[config.mk]
export PLATFORM = sky130hd
export DESIGN_NAME = ps2_kb_rx_fifo
export DESIGN_NICKNAME = d
export VERILOG_FILES = /design/src/rtl/ps2_kb_pkg.sv /design/src/rtl/ps2_kb_fifo.sv /design/src/rtl/ps2_kb_rx_fifo.sv
export SDC_FILE = /design/constraint.sdc
export NUM_CORES = 1
export LEC_CHECK = 0
export ABC_CLOCK_PERIOD_IN_PS = 3200
export BUFFER_PORTS_ARGS = -buffer_cell sky130_fd_sc_hd__buf_4
export CAP_MARGIN = 30
export CORE_ASPECT_RATIO = 2
export CORE_MARGIN = 2
export CORE_UTILIZATION = 40
export DETAILED_ROUTE_END_ITERATION = 7
export PLACE_DENSITY_LB_ADDON = 0.25
export REMOVE_ABC_BUFFERS = 1
export SYNTH_ARGS = -nofsm -noshare
export SYNTH_HDL_FRONTEND = slang
export SYNTH_SLANG_ARGS = --single-unit
[constraint.sdc]
create_clock -name clk -period 3.2 [get_ports clk]
set_input_delay 0.16 -clock clk [delete_from_list [all_inputs] [get_ports clk]]
set_output_delay 0.16 -clock clk [all_outputs]
set_load 0.01 [all_outputs]
[src/rtl/ps2_kb_pkg.sv]
// ps2_kb_pkg: shared constants, FSM encoding and frame-check helper for the
// PS/2 keyboard receiver (ps2_kb_rx_fifo) and its key FIFO (ps2_kb_fifo).
//   PS2_CODE_EXT / PS2_CODE_BRK : prefix codes that set the expand / break flags
//   PS2_FRAME_BITS              : start + 8 data + parity + stop
//   KEY_EXP_BIT / KEY_BRK_BIT   : flag positions inside the 10-bit key word
package ps2_kb_pkg;

    localparam logic [7:0] PS2_CODE_EXT   = 8'hE0;
    localparam logic [7:0] PS2_CODE_BRK   = 8'hF0;
    localparam int         PS2_FRAME_BITS = 11;

    localparam int KEY_WORD_W  = 10;
    localparam int KEY_EXP_BIT = 9;
    localparam int KEY_BRK_BIT = 8;

    typedef enum logic [1:0] {
        IDLE  = 2'd0,
        RECV  = 2'd1,
        CHECK = 2'd2
    } ps2_state_t;

    // Start must be 0 and stop 1; when chk_parity is set, data bits plus the
    // parity bit must hold an odd number of ones.
    function automatic logic ps2_frame_ok(input logic [PS2_FRAME_BITS-1:0] frame,
                                          input logic chk_parity);
        logic start_ok;
        logic stop_ok;
        logic par_ok;
        start_ok = (frame[0] == 1'b0);
        stop_ok  = (frame[10] == 1'b1);
        par_ok   = ((^frame[9:1]) == 1'b1);
        return start_ok & stop_ok & (par_ok | ~chk_parity);
    endfunction

endpackage

[src/rtl/ps2_kb_fifo.sv]
// ps2_kb_fifo: first-word-fall-through FIFO for decoded key words.
// Ports:
//   clk, rst_n          clock, asynchronous active-low reset
//   push, push_data     write request and word
//   pop                 read request (ignored while empty)
//   ovf_clr             clears the sticky overflow flag (a same-cycle drop wins)
//   rd_data, valid      head word (0 while empty) and non-empty flag
//   level               entry count 0..DEPTH
//   overflow            sticky: a push was dropped because the FIFO was full
module ps2_kb_fifo #(
    parameter int WIDTH = 10,
    parameter int DEPTH = 8
) (
    input  logic                     clk,
    input  logic                     rst_n,
    input  logic                     push,
    input  logic [WIDTH-1:0]         push_data,
    input  logic                     pop,
    input  logic                     ovf_clr,
    output logic [WIDTH-1:0]         rd_data,
    output logic                     valid,
    output logic [$clog2(DEPTH):0]   level,
    output logic                     overflow
);

    localparam int AW = $clog2(DEPTH);

    logic [WIDTH-1:0] mem_r [DEPTH];
    logic [AW-1:0]    wr_ptr_r;
    logic [AW-1:0]    rd_ptr_r;
    logic [AW:0]      level_r;
    logic             ovf_r;

    logic             empty_s;
    logic             full_s;
    logic             do_pop_s;
    logic             do_push_s;
    logic             drop_s;

    // Handshake decode: a pop frees a slot in the same cycle, so a push while
    // full is accepted when it coincides with a pop.
    always_comb begin
        empty_s   = (level_r == '0);
        full_s    = (level_r == (AW+1)'(DEPTH));
        do_pop_s  = pop & ~empty_s;
        do_push_s = push & (~full_s | do_pop_s);
        drop_s    = push & full_s & ~do_pop_s;
    end

    // Storage array; contents need no reset because the head is masked while empty.
    always_ff @(posedge clk) begin
        if (do_push_s) begin
            mem_r[wr_ptr_r] <= push_data;
        end
    end

    // Pointers, entry count and sticky overflow.
    always_ff @(posedge clk or negedge rst_n) begin
        if (!rst_n) begin
            wr_ptr_r <= '0;
            rd_ptr_r <= '0;
            level_r  <= '0;
            ovf_r    <= 1'b0;
        end else begin
            if (do_push_s) begin
                wr_ptr_r <= wr_ptr_r + AW'(1);
            end
            if (do_pop_s) begin
                rd_ptr_r <= rd_ptr_r + AW'(1);
            end
            case ({do_push_s, do_pop_s})
                2'b10:   level_r <= level_r + (AW+1)'(1);
                2'b01:   level_r <= level_r - (AW+1)'(1);
                default: level_r <= level_r;
            endcase
            if (drop_s) begin
                ovf_r <= 1'b1;
            end else if (ovf_clr) begin
                ovf_r <= 1'b0;
            end
        end
    end

    assign valid    = ~empty_s;
    assign rd_data  = empty_s ? '0 : mem_r[rd_ptr_r];
    assign level    = level_r;
    assign overflow = ovf_r;

endmodule

[src/rtl/ps2_kb_rx_fifo.sv]
// ps2_kb_rx_fifo: PS/2 keyboard receiver with a key-word FIFO.
// Synchronises and filters ps2_clk/ps2_data, captures 11-bit frames on the
// filtered falling edge, checks start/stop (and parity when the build macro
// PS2_RX_PARITY_EN is defined), tracks E0/F0 prefixes and queues
// {expand, break, code} words for a valid/ready consumer.
// Ports:
//   clk, rst_n           system clock, asynchronous active-low reset
//   ps2_clk, ps2_data    raw asynchronous PS/2 lines
//   key_data, key_valid  FIFO head {expand, break, code} and non-empty flag
//   key_ready            consumer pop request
//   fifo_level           current FIFO entry count
//   overflow, ovf_clr    sticky drop flag and its clear
//   frame_err            one-cycle pulse on a bad frame or a mid-frame timeout
// Build option: PS2_RX_PARITY_EN enables the odd-parity check on frame[9].
module ps2_kb_rx_fifo
    import ps2_kb_pkg::*;
#(
    parameter int FILT_LEN    = 8,
    parameter int TIMEOUT_CYC = 100000,
    parameter int FIFO_DEPTH  = 8
) (
    input  logic                          clk,
    input  logic                          rst_n,
    input  logic                          ps2_clk,
    input  logic                          ps2_data,
    output logic [9:0]                    key_data,
    output logic                          key_valid,
    input  logic                          key_ready,
    output logic [$clog2(FIFO_DEPTH):0]   fifo_level,
    output logic                          overflow,
    input  logic                          ovf_clr,
    output logic                          frame_err
);

    localparam int FCW = $clog2(FILT_LEN);
    localparam int ICW = $clog2(TIMEOUT_CYC);

`ifdef PS2_RX_PARITY_EN
    localparam logic PARITY_CHK = 1'b1;
`else
    localparam logic PARITY_CHK = 1'b0;
`endif

    logic                      clk_meta_r, clk_sync_r;
    logic                      data_meta_r, data_sync_r;
    logic [FCW-1:0]            filt_cnt_r, filt_cnt_s;
    logic                      filt_level_r, filt_level_s;
    logic                      fall_s;

    ps2_state_t                state_r, state_s;
    logic [3:0]                bit_cnt_r, bit_cnt_s;
    logic [PS2_FRAME_BITS-1:0] frame_r, frame_s;
    logic [ICW-1:0]            idle_cnt_r, idle_cnt_s;
    logic                      expand_r, expand_s;
    logic                      brk_r, brk_s;
    logic                      frame_err_r, err_s;
    logic                      push_s;
    logic [KEY_WORD_W-1:0]     push_word_s;
    logic                      frame_ok_s;

    // Two-flop synchronisers; reset to the idle-high bus level so no false edge.
    always_ff @(posedge clk or negedge rst_n) begin
        if (!rst_n) begin
            clk_meta_r  <= 1'b1;
            clk_sync_r  <= 1'b1;
            data_meta_r <= 1'b1;
            data_sync_r <= 1'b1;
        end else begin
            clk_meta_r  <= ps2_clk;
            clk_sync_r  <= clk_meta_r;
            data_meta_r <= ps2_data;
            data_sync_r <= data_meta_r;
        end
    end

    // Glitch filter: the level flips on the FILT_LEN-th consecutive differing sample.
    always_comb begin
        filt_cnt_s   = filt_cnt_r;
        filt_level_s = filt_level_r;
        if (clk_sync_r != filt_level_r) begin
            if (filt_cnt_r == FCW'(FILT_LEN - 1)) begin
                filt_level_s = ~filt_level_r;
                filt_cnt_s   = '0;
            end else begin
                filt_cnt_s   = filt_cnt_r + FCW'(1);
            end
        end else begin
            filt_cnt_s = '0;
        end
    end

    // Filter state register.
    always_ff @(posedge clk or negedge rst_n) begin
        if (!rst_n) begin
            filt_cnt_r   <= '0;
            filt_level_r <= 1'b1;
        end else begin
            filt_cnt_r   <= filt_cnt_s;
            filt_level_r <= filt_level_s;
        end
    end

    assign fall_s     = filt_level_r & ~filt_level_s;
    assign frame_ok_s = ps2_frame_ok(frame_r, PARITY_CHK);

    // Frame FSM next-state, capture, timeout and decode.
    always_comb begin
        state_s     = state_r;
        bit_cnt_s   = bit_cnt_r;
        frame_s     = frame_r;
        idle_cnt_s  = idle_cnt_r;
        expand_s    = expand_r;
        brk_s       = brk_r;
        err_s       = 1'b0;
        push_s      = 1'b0;
        push_word_s = '0;
        push_word_s[KEY_EXP_BIT] = expand_r;
        push_word_s[KEY_BRK_BIT] = brk_r;
        push_word_s[7:0]         = frame_r[8:1];
        case (state_r)
            IDLE: begin
                idle_cnt_s = '0;
                if (fall_s) begin
                    frame_s[0] = data_sync_r;
                    bit_cnt_s  = 4'd1;
                    state_s    = RECV;
                end else begin
                    bit_cnt_s  = 4'd0;
                end
            end
            RECV: begin
                if (fall_s) begin
                    frame_s[bit_cnt_r] = data_sync_r;
                    idle_cnt_s         = '0;
                    if (bit_cnt_r == 4'(PS2_FRAME_BITS - 1)) begin
                        bit_cnt_s = 4'd0;
                        state_s   = CHECK;
                    end else begin
                        bit_cnt_s = bit_cnt_r + 4'd1;
                    end
                // frame_err is registered, so abort one cycle before the count
                // reaches TIMEOUT_CYC; the pulse then lands TIMEOUT_CYC cycles
                // after the last fall.
                end else if (idle_cnt_r == ICW'(TIMEOUT_CYC - 2)) begin
                    err_s      = 1'b1;
                    bit_cnt_s  = 4'd0;
                    idle_cnt_s = '0;
                    expand_s   = 1'b0;
                    brk_s      = 1'b0;
                    state_s    = IDLE;
                end else begin
                    idle_cnt_s = idle_cnt_r + ICW'(1);
                end
            end
            CHECK: begin
                state_s    = IDLE;
                idle_cnt_s = '0;
                if (!frame_ok_s) begin
                    err_s    = 1'b1;
                    expand_s = 1'b0;
                    brk_s    = 1'b0;
                end else if (frame_r[8:1] == PS2_CODE_EXT) begin
                    expand_s = 1'b1;
                end else if (frame_r[8:1] == PS2_CODE_BRK) begin
                    brk_s    = 1'b1;
                end else begin
                    push_s   = 1'b1;
                    expand_s = 1'b0;
                    brk_s    = 1'b0;
                end
            end
            default: begin
                state_s    = IDLE;
                bit_cnt_s  = 4'd0;
                idle_cnt_s = '0;
                expand_s   = 1'b0;
                brk_s      = 1'b0;
            end
        endcase
    end

    // Frame FSM state and error pulse register.
    always_ff @(posedge clk or negedge rst_n) begin
        if (!rst_n) begin
            state_r     <= IDLE;
            bit_cnt_r   <= 4'd0;
            frame_r     <= '0;
            idle_cnt_r  <= '0;
            expand_r    <= 1'b0;
            brk_r       <= 1'b0;
            frame_err_r <= 1'b0;
        end else begin
            state_r     <= state_s;
            bit_cnt_r   <= bit_cnt_s;
            frame_r     <= frame_s;
            idle_cnt_r  <= idle_cnt_s;
            expand_r    <= expand_s;
            brk_r       <= brk_s;
            frame_err_r <= err_s;
        end
    end

    assign frame_err = frame_err_r;

    ps2_kb_fifo #(
        .WIDTH (KEY_WORD_W),
        .DEPTH (FIFO_DEPTH)
    ) u_fifo (
        .clk       (clk),
        .rst_n     (rst_n),
        .push      (push_s),
        .push_data (push_word_s),
        .pop       (key_ready),
        .ovf_clr   (ovf_clr),
        .rd_data   (key_data),
        .valid     (key_valid),
        .level     (fifo_level),
        .overflow  (overflow)
    );

endmodule
Word-level counts from Yosys, hierarchy flattened. Memories as Yosys holds them, arrays and structs flattened. Index checks and enable logic that the tools add are counted.

Register bits after elaboration: 56. RAM bits: 80. Input port bits: 6. Output and inout port bits: 17. Word-level logic and storage cells: 121. Memories kept: 1.

Add/subtract/negate cells: 7. Magnitude comparators: 2. Eq/ne operators: 19. Muxes and demuxes: 47. Bitwise logic cells: 15. Reduce and logical (&&, ||, !) cells: 12.

Memory list: u_fifo.mem_r (depth 8, width 10, rd ports 1, clocked after Yosys merged registers in 0, wr ports 1, line ps2_kb_fifo.sv:28) `logic [WIDTH-1:0] mem_r [DEPTH];`.

Operators by type and width (count): 17-bit 2-to-1 mux (3); 1-bit 2-to-1 mux (25); 17-bit by 1-bit adder with 17-bit output, second input constant (1); 17-bit equality test, second input constant (1); 8-bit equality test, second input constant (2); 4-bit 2-to-1 mux (3); 4-bit case mux with 3 select lines (1); 11-bit bitwise mux (1); 10-bit 2-to-1 mux (1); 3-bit by 1-bit adder with 3-bit output, second input constant (3); 3-bit != test, second input constant (3); 4-bit by 1-bit adder with 4-bit output, second input constant (2); 4-bit equality test, second input constant (2); 2-bit 2-to-1 mux (4); 2-bit != test, second input constant (4); 1-bit NOT (8); 4-bit case mux with 2 select lines (1); 4-bit AND reduction (2); 1-bit bitwise AND (6); 3-bit 2-to-1 mux (2); 1-bit case mux with 3 select lines (2); 3-bit AND reduction (2); 2-bit nonzero test (3); 4-bit by 5-bit < comparator with 1-bit output, second input constant (1); other kinds (15) (19).

Logic depth before layout (Yosys ltp). Gate-level depths: netlist (run 1).

Depth after elaboration: 8. Depth in mapped cells: 11. Gate-level depth less buffers: 11.

Modules after synthesis. From an unflattened synthesis (run 1), not the netlist that was laid out.

Cell total of the unflattened synthesis: 409. Area, all modules: 5941.9 um^2.

Modules (own cells, without submodules): ps2_kb_fifo (times used 1, cells each 195, area an instance 3677.3 um^2, seq. area each 2677.6 um^2); ps2_kb_rx_fifo (times used 1, cells each 214, area an instance 2264.7 um^2, seq. area each 1107.3 um^2).

Worst setup path before layout (run 1). Ideal clock, no wire load.

Path type: register to register. Start point: register state_r[0]. End point: memory u_fifo.mem_r[0][0], enable pin. Library setup time: 0.390 ns. Arrival: 2.234 ns. Slack: 0.576 ns. Stages on the path, launching flop included: 9. Path buffers: 1. Clock period less this slack: 2.624 ns. Cell sequence: dfrtp_1 inv_1 ha_1 and3b_1 a21boi_0 and2_1 buf_2 nand2b_1 nor3_1.

Cells in the longest elaborated chain, start to end: 5.

RTL lines: start, declared (line ps2_kb_rx_fifo.sv:50) `ps2_state_t state_r, state_s;`; start signal, assigned (line ps2_kb_rx_fifo.sv:193) `state_r <= state_s;`; 2-bit equality test (line ps2_kb_rx_fifo.sv:120) `case (state_r)`; 1-bit 2-to-1 mux (line ps2_kb_rx_fifo.sv:120); 1-bit bitwise AND (line ps2_kb_fifo.sv:46) `do_push_s = push & (~full_s | do_pop_s);`; 1-bit 2-to-1 mux (line ps2_kb_fifo.sv:52) `if (do_push_s) begin`; 1-bit 2-to-1 mux (implied by the code) (line ps2_kb_fifo.sv:53) `mem_r[wr_ptr_r] <= push_data;`; end, declared (line ps2_kb_fifo.sv:28).

Every way passes these cells.

Final worst setup path (run 1).
Start point: register state_r[0]. End point: register u_fifo.level_r[3] (netlist: u_fifo.level[3]).

Cells in the longest elaborated chain, start to end: 5. Elaborated cells on any way between the ends: 7. Those cells by class: eq/ne (3); mux (2); bitwise (1); reduce/logical (1).

RTL lines: 2-bit equality test (*) (line ps2_kb_rx_fifo.sv:120); 1-bit 2-to-1 mux (*) (line ps2_kb_rx_fifo.sv:120); 1-bit bitwise AND (*) (line ps2_kb_fifo.sv:46); 2-bit by 1-bit equality test with 1-bit output or 2-bit equality test (tied branches) (line ps2_kb_fifo.sv:71) `case ({do_push_s, do_pop_s})`; 4-bit case mux with 2 select lines or 2-bit nonzero test (tied branches); end signal, assigned (line ps2_kb_fifo.sv:72) `2'b10: level_r <= level_r + (AW+1)'(1);`; end signal, assigned (line ps2_kb_fifo.sv:73) `2'b01: level_r <= level_r - (AW+1)'(1);`; end signal, assigned (line ps2_kb_fifo.sv:74) `default: level_r <= level_r;`; end, declared (line ps2_kb_fifo.sv:31) `logic [AW:0] level_r;`.

Mark *: on every way between the ends. The rest lies on a longest branch, timed or not. A chain may end at the register's enable or synchronous reset.

==> out/metrics.cfg, run 1 <==
[run_status]
outcome=finished, final reports clean

[worst_hold_path]
hold_class=input port to flop

[synth]
synth_edf_count=80
synth_cells=402
seq_area_frac_synth_pct=65.0
netlist_top_cells_area=edfxtp_1 (41%), dfrtp_1 (22%), mux4_2 (7.7%)
synth_most_common_cell=edfxtp_1
synthArstFlopShare_pct=40.7
netlist_area_mm2=0.00582
synth_top_area_cell=edfxtp_1
synth_cell_types=49
synth_ff_type=edfxtp_1
syn_avg_cell_area_um2=14.5
synth_largest_type_area_fraction_pct=41.3
synth_common_cells=edfxtp_1 (80), dfrtp_1 (50), nor2_1 (45)
ys_ff_latch=135
ys_warn_count=0

[detailed_routing]
firstDrtPassIters=4
drc=0
ant_nets=0
via_per_inst=5.08
wl_per_cell_um=17.0
drtIter0Drc=234
wl_um=11000
vias=3280

[power_and_ir_drop]
p_switching_w=0.00113
pwr-share-seq_pct=45.9
power_frac_clock_pct=41.9
power.density_mw_per_mm2=654
p_leak_nw=2.79
p_int_w=0.00336
comb_power_share_pct=12.2
ir_drop_uv=381
p_sw_share_pct=25.1

[die]
core-area_mm2=0.0143
die_area_mm2=0.0156
die_w_um=89.3
initial_utilization_pct=40.8
die_h_um=175
rows=62
num_io_pins=23

[global_routing]
overflow=0
grt_pass1_vias=3498
grt_pass1_wl_um=17900
antenna_found_initial=0
grt_util_all_layers_pct=15.5
grt_max_degree=56

[job]
cap_viol_max_count=0

[critical_path]
arrival_ns=2.99
cp.required_ns=3.53
cp_max_fo=8
endpoint_kind=flop
crit_type=flop to flop
start_kind=flop

[cells_and_area]
nets=460
syn_to_final_growth_pct=17.9
fillCellCount=1312
insertedDiodeCount=0
seq_area_mm2=0.00378
fin_util_pct=48.1
multiInputGateArea_mm2=0.00193
drive_above_1_share_pct=24.0

[clock_tree]
clock_path_buffers=2
clk_latency_ns=0.41
cts_buffers=17
cts_sinks=135
cts_tree=done
clkTransAtPathRegs_ns=0.06
post_cts_buffers=0
root_buffer=clkbuf_16
cts_max_level=4

[sta]
period_minus_slack_ns=2.66
max_slew_margin_pct=34.5
timing.fmax_mhz=376
worst_pin_slew_ns=0.983
finalSetupTns_ns=0
finalSetupViolCount=0
skew_ns=0.00780
rsz0062_at_grt=no
report.final.hold_viol_count=0
drv_slew=0
fin_crit_sh_pct=83.1

[placement]
gp_congestion=0.878
io_buffer_count=22
dp_hpwl_um=7820

## critical path: stages (launching register included)
cell     delay [ns]
dfrtp_1        0.40
inv_1          0.09
ha_1           0.33
and3b_1        0.24
a21bo_2        0.24
nand3_1        0.14
inv_1          0.11
ha_1           0.28
a21o_1         0.17
a21oi_1        0.17
mux2i_1        0.26
xor2_1         0.16
## layout make-up
cell class / instances / share of cell area (%)
Sequential cell: 135 / 55.2
Multi-Input combinational cell: 240 / 28.1
Clock buffer: 18 / 6.25
Timing Repair Buffer: 37 / 4.19
Tap cell: 192 / 3.50
Clock inverter: 13 / 2.19
Inverter: 11 / 0.602
## kinds of logic after synthesis
logic type                 Yosys count  synth area share [%]
DFF                                135                  65.0
AOI/OAI and AO/OA                   32                  3.63
and+or+nand+nor                    127                  10.8
xor gates and xnor gates            23                  3.46
muxes                               46                  12.5
adders and majority gates           12                  2.71
buffers and inverters               27                  1.91
## registers in the layout (all words and copies together), names as in the netlist
signal	flops
u_fifo.level	4
frame_err	1
expand_r	1
clk_meta_r	1
filt_level_r	1
u_fifo.mem_r	80
u_fifo.rd_ptr_r	3
filt_cnt_r	3
data_sync_r	1
u_fifo.overflow	1
state_r	2
brk_r	1
clk_sync_r	1
frame_r	10
data_meta_r	1
u_fifo.wr_ptr_r	3
bit_cnt_r	4
idle_cnt_r	17
## power groups by stage
stage / sequential [W] / combinational, W / clock, W
2_1_floorplan: 0.00212 / 0.000325 / 0
3_3_place_gp: 0.00210 / 0.000555 / 0
3_5_place_dp: 0.00210 / 0.000561 / 0
4_1_cts: 0.00207 / 0.000567 / 0.00193
5_1_grt: 0.00208 / 0.000614 / 0.00200
6_report: 0.00206 / 0.000547 / 0.00188
## cell usage in the layout, fill, tap and decap left out, types with 3 or more instances in the layout
master and n:
a21oi_1 4, mux4_2 20, clkbuf_16 17, dfrtp_1 50, mux2i_1 13, inv_6 3
nand2_1 24, nor2_1 45, o21ai_0 11, dlygate4sd3_1 4, xor2_1 12, nor2b_1 3
nand2b_1 6, nand3_1 12, nor4_1 8, dfstp_2 5, xnor2_1 11, clkinv_4 5
edfxtp_1 80, nor3_1 10, nand4_1 3, inv_1 11, buf_4 33, a21o_1 3
mux2_2 13, ha_1 11
## repair_timing
action / CTS / global route
endpoints found under the hold margin: 53 / 0
setup endpoints to repair: 0 / 0
resized for setup: 0 / 0
hold buffers: 4 / 0
## per-stage QoR
step / setup WS [ns] / hold slack [ns] / instance area (µm²) / instances / total power (W)
after floorplan: 0.208 / -0.136 / 5750 / 386 / 0.00245
after global placement: 0.634 / 0.256 / 6240 / 611 / 0.00266
after detailed placement: 0.570 / 0.266 / 6240 / 611 / 0.00267
after CTS: 0.542 / 0.0386 / 6860 / 646 / 0.00457
after global routing: 0.380 / 0.0677 / 6860 / 646 / 0.00470
final: 0.540 / 0.0579 / 6860 / 646 / 0.00449
## final timing paths
path	startpoint	to	slack (ns)	cells past startpoint
min in group asynchronous	rst_n	filt_cnt_r[0]$_DFF_PN0_	0.34	2
worst min-delay path	key_ready	u_fifo.rd_ptr_r[2]$_DFFE_PN0P_	0.06	3
worst min register to register	clk_meta_r$_DFF_PN1_	clk_sync_r$_DFF_PN1_	0.35	0
max in group asynchronous	rst_n	frame_r[3]$_DFFE_PN0P_	2.37	2
worst max register to register	state_r[0]$_DFFE_PN0P_	u_fifo.level[3]$_DFFE_PN0P_	0.54	11
worst max-delay path	state_r[0]$_DFFE_PN0P_	u_fifo.level[3]$_DFFE_PN0P_	0.54	11
## per-layer routing
metal | GRT usage, % | share of wire [%] | up-vias
met4 | 5.22 | 1.5 | 0
li1 | - | - | 1570
met3 | 3.97 | 1.8 | 14
met1 | 16.4 | 37 | 1658
met2 | 28.6 | 60 | 38
met5 | 0 | 0 | -
No activity file was read; power rests on OpenSTA's default activity.
==> run 2, diff against run 1 <==
--- a/config.mk
+++ b/config.mk
@@ -5,7 +5,7 @@
 export SDC_FILE = /design/constraint.sdc
 export NUM_CORES = 1
 export LEC_CHECK = 0
-export ABC_CLOCK_PERIOD_IN_PS = 3200
+export ABC_CLOCK_PERIOD_IN_PS = 2740
 export BUFFER_PORTS_ARGS = -buffer_cell sky130_fd_sc_hd__buf_4
 export CAP_MARGIN = 30
 export CORE_ASPECT_RATIO = 2
==> constraint.sdc (replaced) <==
create_clock -name clk -period 2.74 [get_ports clk]
set_input_delay 0.137 -clock clk [delete_from_list [all_inputs] [get_ports clk]]
set_output_delay 0.137 -clock clk [all_outputs]
set_load 0.01 [all_outputs]
==> run 2 against run 1 <==
Sequential power up 15%. Non-clock buffer count is 3 higher. Final cell count up 0.62%. Sequential cell count unchanged. Power is 15% higher. Count of clock-buffer cells in the layout decreased by 1. Via count grew 1.4%. Fmax is 10% higher. Die area stayed put. Combinational power is 28% higher. Clock skew is 0.0044 ns higher.
==> out/metrics.cfg, run 2 (synthesis gave the netlist of run 1 again) <==
[run_status]
outcome=finished, final reports clean

[critical_path]
timing.rr.start=state_r[0]$_DFFE_PN0P_
cp_max_fo=4
worstPathCellList=inv_1 -> ha_1 -> and3b_1 -> a21bo_2 -> nand3_1 -> inv_1 -> ha_1 -> a21o_1 -> a21oi_1 -> mux2i_1 -> xor2_1
cp_top_family=compound AO/OA/AOI/OAI gates
arrival_ns=2.75
r2r-end=u_fifo.level[3]$_DFFE_PN0P_
reg2reg_slack_ns=0.33
critPathBufInv=2
crit_type=flop to flop
max_stage_delay_ns=0.40
rr_worst_depth=11
crit_slowest_cell=dfrtp_1
endpoint_kind=flop
cp.required_ns=3.08
start_kind=flop

[global_routing]
antenna_found_initial=0
grt_max_degree=56
grt_pass1_wl_um=18600
grt_util_all_layers_pct=16.0
grt_pass1_vias=3575
overflow=0

[sta]
rsz0062_at_grt=no
drv_slew=0
period_minus_slack_ns=2.41
timing.fmax_mhz=414
skew_ns=0.0122
max_slew_margin_pct=52.3
finalSetupTns_ns=0
worst_pin_slew_ns=0.709
holdWs_ns=0.0280
fin_crit_sh_pct=88.1
report.final.hold_viol_count=0
finalSetupViolCount=0

[detailed_routing]
wl_per_cell_um=17.4
via_per_inst=5.12
drc=0
firstDrtPassIters=4
ant_nets=0
wl_um=11300
vias=3327
drtIter0Drc=216

[clock_tree]
cts_buffers=17
root_buffer=clkbuf_16
cts_sinks=135
cts_resized=0
cts_max_level=4
clk_latency_ns=0.41
clock_path_buffers=2
clkTransAtPathRegs_ns=0.06
cts_tree=done

[cells_and_area]
drive_above_1_share_pct=24.7
fillCellCount=1302
nets=463
final_common_cell=edfxtp_1
syn_to_final_growth_pct=18.0
regMostFlops=u_fifo.mem_r
layout_common_cells=edfxtp_1 (80), dfrtp_1 (50), nor2_1 (45)
biggestRegsByFlops=u_fifo.mem_r (80), idle_cnt_r (17), frame_r (10)
largest_reg_flops=80
layoutNonFillerInstCount=650
insertedDiodeCount=0

[die]
die_w_um=89.3
die_area_mm2=0.0156
rows=62
core-area_mm2=0.0143
initial_utilization_pct=40.8
num_io_pins=23
die_h_um=175

[power_and_ir_drop]
power.density_mw_per_mm2=755
p_sw_share_pct=27.0
pwr-share-seq_pct=45.5
p_leak_nw=2.80
comb_power_share_pct=13.5
ir_drop_uv=465
p_switching_w=0.00140
p_int_w=0.00378
power_frac_clock_pct=41.0

[worst_hold_path]
holdCritStartpoint=key_ready
hold-path-endpoint=u_fifo.rd_ptr_r[2]$_DFFE_PN0P_
hold_depth=3
hold_class=input port to flop

[placement]
gp_congestion=0.881
io_buffer_count=22
dp_hpwl_um=7950
dp_cells=614

[job]
cap_viol_max_count=0

-- run 2: power by group through the flow --
stage / clock network [W] / registers (W) / logic, W
final: 0.00213 / 0.00236 / 0.000699
after global routing: 0.00226 / 0.00238 / 0.000784
after CTS: 0.00218 / 0.00237 / 0.000727
after detailed placement: 0 / 0.00241 / 0.000722
after global placement: 0 / 0.00240 / 0.000711
after floorplan: 0 / 0.00248 / 0.000379
-- run 2: final cells by class --
cell class / instances / area (µm²) / share of cell area, %
Inverter: 11 / 41.3 / 0.601
Sequential cell: 135 / 3780 / 55.1
Multi-Input combinational cell: 240 / 1930 / 28.1
Clock buffer: 17 / 425 / 6.20
Clock inverter: 15 / 134 / 1.95
Timing Repair Buffer: 40 / 310 / 4.52
Tap cell: 192 / 240 / 3.50
-- run 2: metal layers --
| layer | track usage, % | wire length (µm) |
|---|---|---|
| met1 | 16.5 | 4170 |
| met5 | 0 | 0 |
| met3 | 3.78 | 215 |
| met2 | 29.8 | 6790 |
| met4 | 6.28 | 131 |
-- run 2: metrics by stage --
step	setup WS, ns	instance area [µm²]	power [W]	utilization [%]
floorplan	-0.252	5750	0.00286	-
global placement	0.344	6270	0.00311	43.9
detailed placement	0.333	6270	0.00313	43.9
CTS	0.305	6870	0.00527	48.1
global route	0.104	6870	0.00543	48.1
finish	0.327	6870	0.00518	48.1
-- run 2: worst max path at each step --
stage / end / depth (start not counted) / start
6_report: u_fifo.level[3]$_DFFE_PN0P_ / 11 / state_r[0]$_DFFE_PN0P_
3_3_place_gp: u_fifo.level[3]$_DFFE_PN0P_ / 11 / state_r[0]$_DFFE_PN0P_
4_1_cts: u_fifo.level[3]$_DFFE_PN0P_ / 11 / state_r[0]$_DFFE_PN0P_
3_5_place_dp: u_fifo.level[3]$_DFFE_PN0P_ / 11 / state_r[0]$_DFFE_PN0P_
2_1_floorplan: u_fifo.level[3]$_DFFE_PN0P_ / 9 / u_fifo.level[0]$_DFFE_PN0P_
5_1_grt: u_fifo.level[3]$_DFFE_PN0P_ / 9 / frame_r[2]$_DFFE_PN0P_
-- run 2: worst reg2reg max path, stage by stage (launching register included) --
cell and delay (ns):
dfrtp_1 0.40, inv_1 0.09, ha_1 0.17, and3b_1 0.19, a21bo_2 0.25, nand3_1 0.14, inv_1 0.10, ha_1 0.28
a21o_1 0.17, a21oi_1 0.17, mux2i_1 0.23, xor2_1 0.15
-- run 2: what timing repair did --
action	CTS	global route
setup endpoints to repair	0	0
endpoints found under the hold margin	53	0
hold buffers	4	0
setup buffers	0	0
